**src/rtl/bus_main_pkg.sv**
```systemverilog
// bus_main_pkg: shared types and constants for the bus_main arbiter.
//   - BUS_CMD_READ / BUS_CMD_WRITE : downstream bus_cmd encoding
//   - state_e  : one-hot controller state
//   - owner_e  : requester identity (fetch1 / memory1)
//   - ctrl_t   : registered controller state (state, owner, last_grant)
package bus_main_pkg;

  localparam logic BUS_CMD_READ  = 1'b1;
  localparam logic BUS_CMD_WRITE = 1'b0;

  typedef enum logic [4:0] {
    ST_IDLE  = 5'b00001,
    ST_CMD   = 5'b00010,
    ST_RDATA = 5'b00100,
    ST_WDATA = 5'b01000,
    ST_ERR   = 5'b10000
  } state_e;

  typedef enum logic {
    OWN_FE1  = 1'b0,
    OWN_MEM1 = 1'b1
  } owner_e;

  typedef struct packed {
    state_e state;
    owner_e owner;
    owner_e last_grant;
  } ctrl_t;

  // last_grant starts at fe1 so that mem1 takes the first tie.
  localparam ctrl_t CTRL_RESET = '{state: ST_IDLE, owner: OWN_FE1, last_grant: OWN_FE1};

endpackage

```
**src/rtl/bus_main.sv**
```systemverilog
// bus_main: two-requester (fetch1, memory1) arbiter onto one downstream bus.
//   Parameter FAIR : 1 = round-robin on ties, 0 = mem1 always wins ties.
//   clk_core, reset          : core clock, synchronous active-high reset
//   fe1_*  / mem1_*          : requester command, read-ready, error-ack
//   mem1_w*                  : memory1 write data channel (fe1 only reads)
//   bmain_*_fe1 / _mem1      : per-requester responses, zero for non-owner
//   bmain_rdata/bmain_rlast  : read data broadcast to both requesters
//   bus_*                    : downstream command/write/read/error channels
module bus_main
  import bus_main_pkg::*;
#(
  parameter int FAIR = 1
) (
  input  logic        clk_core,
  input  logic        reset,
  input  logic        fe1_cvalid,
  input  logic        fe1_cmd,
  input  logic [28:2] fe1_addr,
  input  logic        fe1_rready,
  input  logic        fe1_eack,
  input  logic        mem1_cvalid,
  input  logic        mem1_cmd,
  input  logic [28:2] mem1_addr,
  input  logic        mem1_rready,
  input  logic        mem1_eack,
  input  logic        mem1_wvalid,
  input  logic        mem1_wlast,
  input  logic [31:0] mem1_wdata,
  output logic        bmain_cready_fe1,
  output logic        bmain_rvalid_fe1,
  output logic        bmain_error_fe1,
  output logic        bmain_cready_mem1,
  output logic        bmain_rvalid_mem1,
  output logic        bmain_wready_mem1,
  output logic        bmain_error_mem1,
  output logic        bmain_rlast,
  output logic [31:0] bmain_rdata,
  output logic        bus_cvalid,
  output logic        bus_cmd,
  output logic [28:2] bus_addr,
  input  logic        bus_cready,
  output logic        bus_wvalid,
  output logic        bus_wlast,
  output logic [31:0] bus_wdata,
  input  logic        bus_wready,
  input  logic        bus_rvalid,
  input  logic        bus_rlast,
  input  logic [31:0] bus_rdata,
  output logic        bus_rready,
  input  logic        bus_error,
  output logic        bus_eack
);

  ctrl_t ctrl_q;
  ctrl_t ctrl_d;

  logic        own_mem1;
  logic        own_cvalid;
  logic        own_cmd;
  logic [28:2] own_addr;
  logic        own_rready;
  logic        own_eack;

  // Winner of a new grant: a sole requester wins; a tie goes to the
  // requester that did not win last time (FAIR) or always to mem1.
  function automatic owner_e pick_winner(input logic fe1_req, input logic mem1_req,
                                         input owner_e last);
    owner_e win;
    if (fe1_req && mem1_req) begin
      if (FAIR != 0) begin
        win = (last == OWN_FE1) ? OWN_MEM1 : OWN_FE1;
      end else begin
        win = OWN_MEM1;
      end
    end else if (mem1_req) begin
      win = OWN_MEM1;
    end else begin
      win = OWN_FE1;
    end
    return win;
  endfunction

  // Controller state register.
  always_ff @(posedge clk_core) begin
    if (reset) begin
      ctrl_q <= CTRL_RESET;
    end else begin
      ctrl_q <= ctrl_d;
    end
  end

  // Next-state logic and owner-steered output routing.
  always_comb begin
    ctrl_d            = ctrl_q;
    bmain_cready_fe1  = 1'b0;
    bmain_rvalid_fe1  = 1'b0;
    bmain_error_fe1   = 1'b0;
    bmain_cready_mem1 = 1'b0;
    bmain_rvalid_mem1 = 1'b0;
    bmain_wready_mem1 = 1'b0;
    bmain_error_mem1  = 1'b0;
    bmain_rlast       = bus_rlast;
    bmain_rdata       = bus_rdata;
    bus_cvalid        = 1'b0;
    bus_cmd           = BUS_CMD_WRITE;
    bus_addr          = 27'd0;
    bus_wvalid        = 1'b0;
    bus_wlast         = 1'b0;
    bus_wdata         = 32'd0;
    bus_rready        = 1'b0;
    bus_eack          = 1'b0;

    own_mem1   = (ctrl_q.owner == OWN_MEM1);
    own_cvalid = own_mem1 ? mem1_cvalid : fe1_cvalid;
    // fetch1 has no write path, so its command is always a read.
    own_cmd    = own_mem1 ? mem1_cmd    : BUS_CMD_READ;
    own_addr   = own_mem1 ? mem1_addr   : fe1_addr;
    own_rready = own_mem1 ? mem1_rready : fe1_rready;
    own_eack   = own_mem1 ? mem1_eack   : fe1_eack;

    // Error handshake belongs to the owner in every non-idle state.
    if (ctrl_q.state != ST_IDLE) begin
      bus_eack = own_eack;
      if (own_mem1) begin
        bmain_error_mem1 = bus_error;
      end else begin
        bmain_error_fe1 = bus_error;
      end
    end else begin
      bus_eack = 1'b0;
    end

    case (ctrl_q.state)
      ST_IDLE: begin
        if (fe1_cvalid || mem1_cvalid) begin
          ctrl_d.owner = pick_winner(fe1_cvalid, mem1_cvalid, ctrl_q.last_grant);
          ctrl_d.state = ST_CMD;
        end else begin
          ctrl_d.state = ST_IDLE;
        end
      end
      ST_CMD: begin
        bus_cvalid = own_cvalid;
        bus_cmd    = own_cmd;
        bus_addr   = own_addr;
        if (own_mem1) begin
          bmain_cready_mem1 = bus_cready;
        end else begin
          bmain_cready_fe1 = bus_cready;
        end
        if (bus_error) begin
          ctrl_d.state = own_eack ? ST_IDLE : ST_ERR;
        end else if (!own_cvalid) begin
          // Request withdrawn before the handshake: nothing was issued.
          ctrl_d.state = ST_IDLE;
        end else if (bus_cready) begin
          ctrl_d.state      = (own_cmd == BUS_CMD_READ) ? ST_RDATA : ST_WDATA;
          ctrl_d.last_grant = ctrl_q.owner;
        end else begin
          ctrl_d.state = ST_CMD;
        end
      end
      ST_RDATA: begin
        bus_rready = own_rready;
        if (own_mem1) begin
          bmain_rvalid_mem1 = bus_rvalid;
        end else begin
          bmain_rvalid_fe1 = bus_rvalid;
        end
        // Error wins over a simultaneous last beat; length is set by rlast only.
        if (bus_error) begin
          ctrl_d.state = own_eack ? ST_IDLE : ST_ERR;
        end else if (bus_rvalid && own_rready && bus_rlast) begin
          ctrl_d.state = ST_IDLE;
        end else begin
          ctrl_d.state = ST_RDATA;
        end
      end
      ST_WDATA: begin
        bus_wvalid = mem1_wvalid;
        bus_wlast  = mem1_wlast;
        bus_wdata  = mem1_wdata;
        if (own_mem1) begin
          bmain_wready_mem1 = bus_wready;
        end else begin
          bmain_wready_mem1 = 1'b0;
        end
        if (bus_error) begin
          ctrl_d.state = own_eack ? ST_IDLE : ST_ERR;
        end else if (mem1_wvalid && bus_wready && mem1_wlast) begin
          ctrl_d.state = ST_IDLE;
        end else begin
          ctrl_d.state = ST_WDATA;
        end
      end
      ST_ERR: begin
        if (own_eack) begin
          ctrl_d.state = ST_IDLE;
        end else begin
          ctrl_d.state = ST_ERR;
        end
      end
      default: begin
        ctrl_d = CTRL_RESET;
      end
    endcase
  end

endmodule
```
**config.mk**
```make
export PLATFORM = sky130hd
export DESIGN_NAME = bus_main
export DESIGN_NICKNAME = d
export VERILOG_FILES = /design/src/rtl/bus_main_pkg.sv /design/src/rtl/bus_main.sv
export SDC_FILE = /design/constraint.sdc
export NUM_CORES = 1
export LEC_CHECK = 0
export ABC_AREA = 1
export CAP_MARGIN = 0
export CORE_AREA = 2 2 93 95
export CTS_CLUSTER_DIAMETER = 150
export DETAILED_ROUTE_END_ITERATION = 10
export DIE_AREA = 0 0 95 97
export DONT_BUFFER_PORTS = 1
export REMOVE_ABC_BUFFERS = 1
export SETUP_SLACK_MARGIN = 0.5
export SLEW_MARGIN = 20
export SYNTH_ARGS = -nofsm -noshare
export SYNTH_HDL_FRONTEND = slang
export SYNTH_SLANG_ARGS = --single-unit
export TNS_END_PERCENT = 5
```
**constraint.sdc**
```tcl
create_clock -name clk_core -period 1.6 [get_ports clk_core]
set_input_delay 0.16 -clock clk_core [delete_from_list [all_inputs] [get_ports clk_core]]
set_output_delay 0.16 -clock clk_core [all_outputs]
set_load 0.01 [all_outputs]
```
* Word level (Yosys, flattened, before mapping)
Index checks and enable logic that the tools add are counted.
** Storage, ports and cells
- Input port bits :: 135
- Word-level logic and storage cells :: 72
- Flip-flop bits (word level) :: 7
- Output and inout bits :: 105
** Cells by class
- Muxes and demuxes :: 47
- Reduce and logical (&&, ||, !) cells :: 10
- Bitwise gates (word level) :: 2
- Eq/ne operators :: 10
** Operators by type and width (number)
- 2-to-1 mux 27 bit :: 2
- 2-to-1 mux 32 bit :: 1
- 2-to-1 mux 1 bit :: 31
- case mux 5 bit (5 select lines) :: 1
- 2-to-1 mux 5 bit :: 4
- 2-to-1 mux 4 bit :: 4
- inequality test 2 bit (second input constant) :: 4
- OR reduction 4 bit :: 2
- equality test 5 x 1 -> 1 bit (second input constant) :: 1
- equality test 5 x 2 -> 1 bit (second input constant) :: 1
- equality test 5 x 3 -> 1 bit (second input constant) :: 1
- equality test 5 x 4 -> 1 bit (second input constant) :: 1
- equality test 5 bit (second input constant) :: 1
- logical AND 1 bit :: 5
- inequality test 5 x 1 -> 1 bit (second input constant) :: 1
- case mux 1 bit (2 select lines) :: 2
- AND reduction 4 bit :: 1
- 2-to-1 mux 3 bit :: 1
- 2-to-1 mux 2 bit :: 1
- inverter 1 bit :: 2
- AND reduction 2 bit :: 1
- logical OR 1 bit :: 1

* Depth between registers and ports, before layout
- Depth after elaboration :: 6
- Depth in mapped cells :: 9
- Depth with buffers taken out :: 9

* Least setup slack after synthesis
Ideal clock, no wire load.
- Path type :: flip-flop to output port
- From :: register ctrl_q[3] in the netlist's numbering
- To :: output port bus_addr[10] in the netlist's numbering
- Required time :: 1440 ps
- Stages on the path, launching flop included :: 7
- Path slack :: 402 ps
- Buffers on the path :: 2
- Arrival :: 1038 ps
- Cell sequence :: dfxtp_1 -> inv_1 -> nor2_1 -> nand3_2 -> buf_6 -> buf_6 -> a21oi_2
** On the way
- Word-level cells in the longest chain between the ends :: 2
** RTL lines
- start: declaration :: line bus_main.sv:54 : ctrl_t ctrl_q;
- start signal: assignment :: line bus_main.sv:88 : ctrl_q <= ctrl_d;
- equality test 5 x 2 -> 1 bit :: line bus_main.sv:133 : case (ctrl_q.state)
- 2-to-1 mux 27 bit :: line bus_main.sv:133
- end: declaration :: line bus_main.sv:40 : output logic [28:2] bus_addr,
Every way passes these cells.

* Worst setup path after layout
- From :: register ctrl_q[4] in the netlist's numbering
- To :: output port bus_addr[24] in the netlist's numbering
Same word-level chain as after synthesis.

==> results.md <==
* Worst-Skew Late Latency at 0.22 ns
* I/O Buffers at 0
* Slew Viols, Final at 0
* Die area at 9220 um2
* Syn avg cell area at 5.18 um2
* Antenna Nets Post-Route at 0
* Clk slew on worst S/H paths at 0.04 ns
* Starting density of the core at 18.9%
* Commonest non-fill, non-tap cells in the layout: 79 x nand2_1, 47 x inv_1, 34 x nor2_2
* Pwr dens at 475 nW/um2
* Post-synthesis sequential area ratio at 9.11%
* Max Freq at 662 MHz
* Iteration-0 DRC Markers at 80
* Drt pass-1 iters at 4
* Post-synthesis instance total at 297
* Yosys reg bits at 7
* Worst hold path startpoint: reset
* Hold WC Path Type: in -> reg
* Crit share post-route at 94.4%
* Crit-path cells: nor2_4 > nand3_4 > clkbuf_16 > a21oi_2
* Hold path endpoint: ctrl_q[6]$_SDFF_PP0_
* Layout cells sized above 1 at 42.7%
* Yosys top cell area share at 19.5%
* Post-Syn Area at 1540 um2
* Family with the most delay on the worst path: simple AND/OR/NAND/NOR gates
* Reg2reg end: ctrl_q[2]$_SDFF_PP1_
* Nets@finish at 429
* Non-Filler Instances at 399
* Commonest non-fill, non-tap cell in the layout: nand2_1
* Drt total wl at 8370 um
* Final hold vios at 0
* Endpoints failing setup at 0
* Die Wd at 95 um
* CTS root buf: clkbuf_8
* RSZ-0062 raised after global routing: yes
* Setup crit end kind: output pin
* Final worst slack at 0.0891 ns
* Area leader, netlist: nand2_1
* Crit start category: register
* First-pass GRT wire length at 10600 um
* FF-to-FF path depth at 8
* CTS tree: built
* Leak at 0.000985 uW
* Clk_skew at 0.000809 ns
* CTS max path bufs at 2
* Placed cells at 375
* CP Data Required Time at 1.44 ns
* Critical path's slowest cell: dfxtp_2
* Core Area at 8130 um2
* CTS H-tree depth at 1
* Fill cells at 915
* Slew @ Worst Pin at 0.340 ns
* Max-cap viol count at 0
* Hpwl dp at 6800 um
* Distinct cell type count after synthesis at 22
* Placed Instance Area at 1500 um2
* Chip height at 97 um
* Critical Path AT at 1.35 ns
* Leading post-synthesis cells by cell area: nand2_1 20%, buf_4 17%, inv_1 12%, nor2_1 11%, dfxtp_1 9.1%
* Synth warn at 0
* DR vias at 1908
* Routed length per instance at 21.0 um
* CTS sink cnt at 7
* Number of global-route vias before repair at 1762
* Slew headroom at 76.7%
* Initial antenna violation count at 1
* Share of the core filled with cells at 25.9%
* CTS Buf Count at 3
* Num ports at 240
* Vias per inst at 4.78
* Cell area after layout at 2110 um2
* WHS Path Cells at 1
* Gpl congestion at 0.871
* Layout area overhead at 37.1%
* Peak supply drop at 351 uV
* Worst Path Max Fanout at 9
* Status: finished, final reports clean
* Remaining DRCs at 0
* Setup CP Type: reg -> out
* Tmin final at 1.51 ns
* Tot GR Track Use at 16.1%
* R2R Setup Slk at 0.18 ns
* Setup TNS Final at 0 ns
* Congestion Overflow GR at 0
* Crit path buffers/inverters at 1
* Post-place setup slack at 0.0746 ns
* Reg-to-reg startpoint: ctrl_q[4]$_SDFF_PP0_
* Crit-path max cell delay at 0.34 ns
* Cell Rows at 33
* Largest net degree at the start of global routing at 36
[synth_stat cells, drive strengths merged]
cell type and instances:
nor2 50, nor3 6, mux2i 1, nand4 1
a21oi 35, buf 40, clkinv 1, o21a 1
dfxtp 7, clkbuf 6, inv 52, nand2 80
nand3 15, o21ai 2
[how the worst max path moves through the flow]
stage | startpoint | end | slack [ns] | cells after the start
after global placement | own_mem1$_SDFFE_PP0P_ | ctrl_q[2]$_SDFF_PP1_ | 0.13 | 10
after global routing | ctrl_q[4]$_SDFF_PP0_ | bus_addr[11] | 0.04 | 5
after detailed placement | own_mem1$_SDFFE_PP0P_ | ctrl_q[2]$_SDFF_PP1_ | 0.07 | 10
after floorplan | own_mem1$_SDFFE_PP0P_ | ctrl_q[2]$_SDFF_PP1_ | -0.54 | 9
final | ctrl_q[4]$_SDFF_PP0_ | bus_addr[24] | 0.09 | 4
after CTS | ctrl_q[6]$_SDFF_PP0_ | bus_wdata[31] | 0.09 | 6
[repair_timing]
item	in CTS	in global routing
pin swaps	2	6
endpoints found under the setup margin	79	79
cloned	1	5
setup buffers	4	7
hold buffers	1	1
hold endpoints to repair	2	1
gates resized for setup	33	63
[per-layer routing]
layer,part of all wire (%),GRT usage (%),up-vias
met5,0.65,4.76,-
met4,0.48,3.34,2
met3,17,13.3,8
met2,42,22.0,187
met1,40,19.0,856
li1,-,-,855
[where the power goes]
group	leakage (uW)	internal (uW)	total, uW	switching, uW
logic	0.000902	187	538	351
clock network	0.0000228	172	242	70.2
registers	0.0000597	194	221	27.0
total	0.000985	553	1000	448
[final cells by class]
| type | count | area (um2) | area share, % |
|---|---|---|---|
| Timing Repair Buffer | 37 | 393 | 18.6 |
| Sequential cell | 7 | 154 | 7.30 |
| Antenna cell | 1 | 2.50 | 0.119 |
| Tap cell | 105 | 131 | 6.23 |
| Multi-Input combinational cell | 192 | 1180 | 55.9 |
| Clock buffer | 4 | 45.0 | 2.14 |
| Inverter | 53 | 204 | 9.67 |
[stage by stage]
step           total power (uW)  hold WS, ns
3_5_place_dp                629        0.233
3_3_place_gp                612        0.232
5_1_grt                    1080      0.00563
2_1_floorplan               501        0.229
6_report                   1000       0.0130
4_1_cts                     939     0.000100
[sequential cells by signal (all words and copies together) (netlist names)]
signal / count
own_mem1: 1
ctrl_q: 6
[logic make-up after synthesis]
logic type             Yosys count  share of synthesized area [%]
AOI/OAI and AO/OA               38                           15.2
and+or+nand+nor                152                           41.3
buffers and inverters           99                           33.8
muxes                            1                          0.651
DFF                              7                           9.11
No activity file was read; power rests on OpenSTA's default activity.
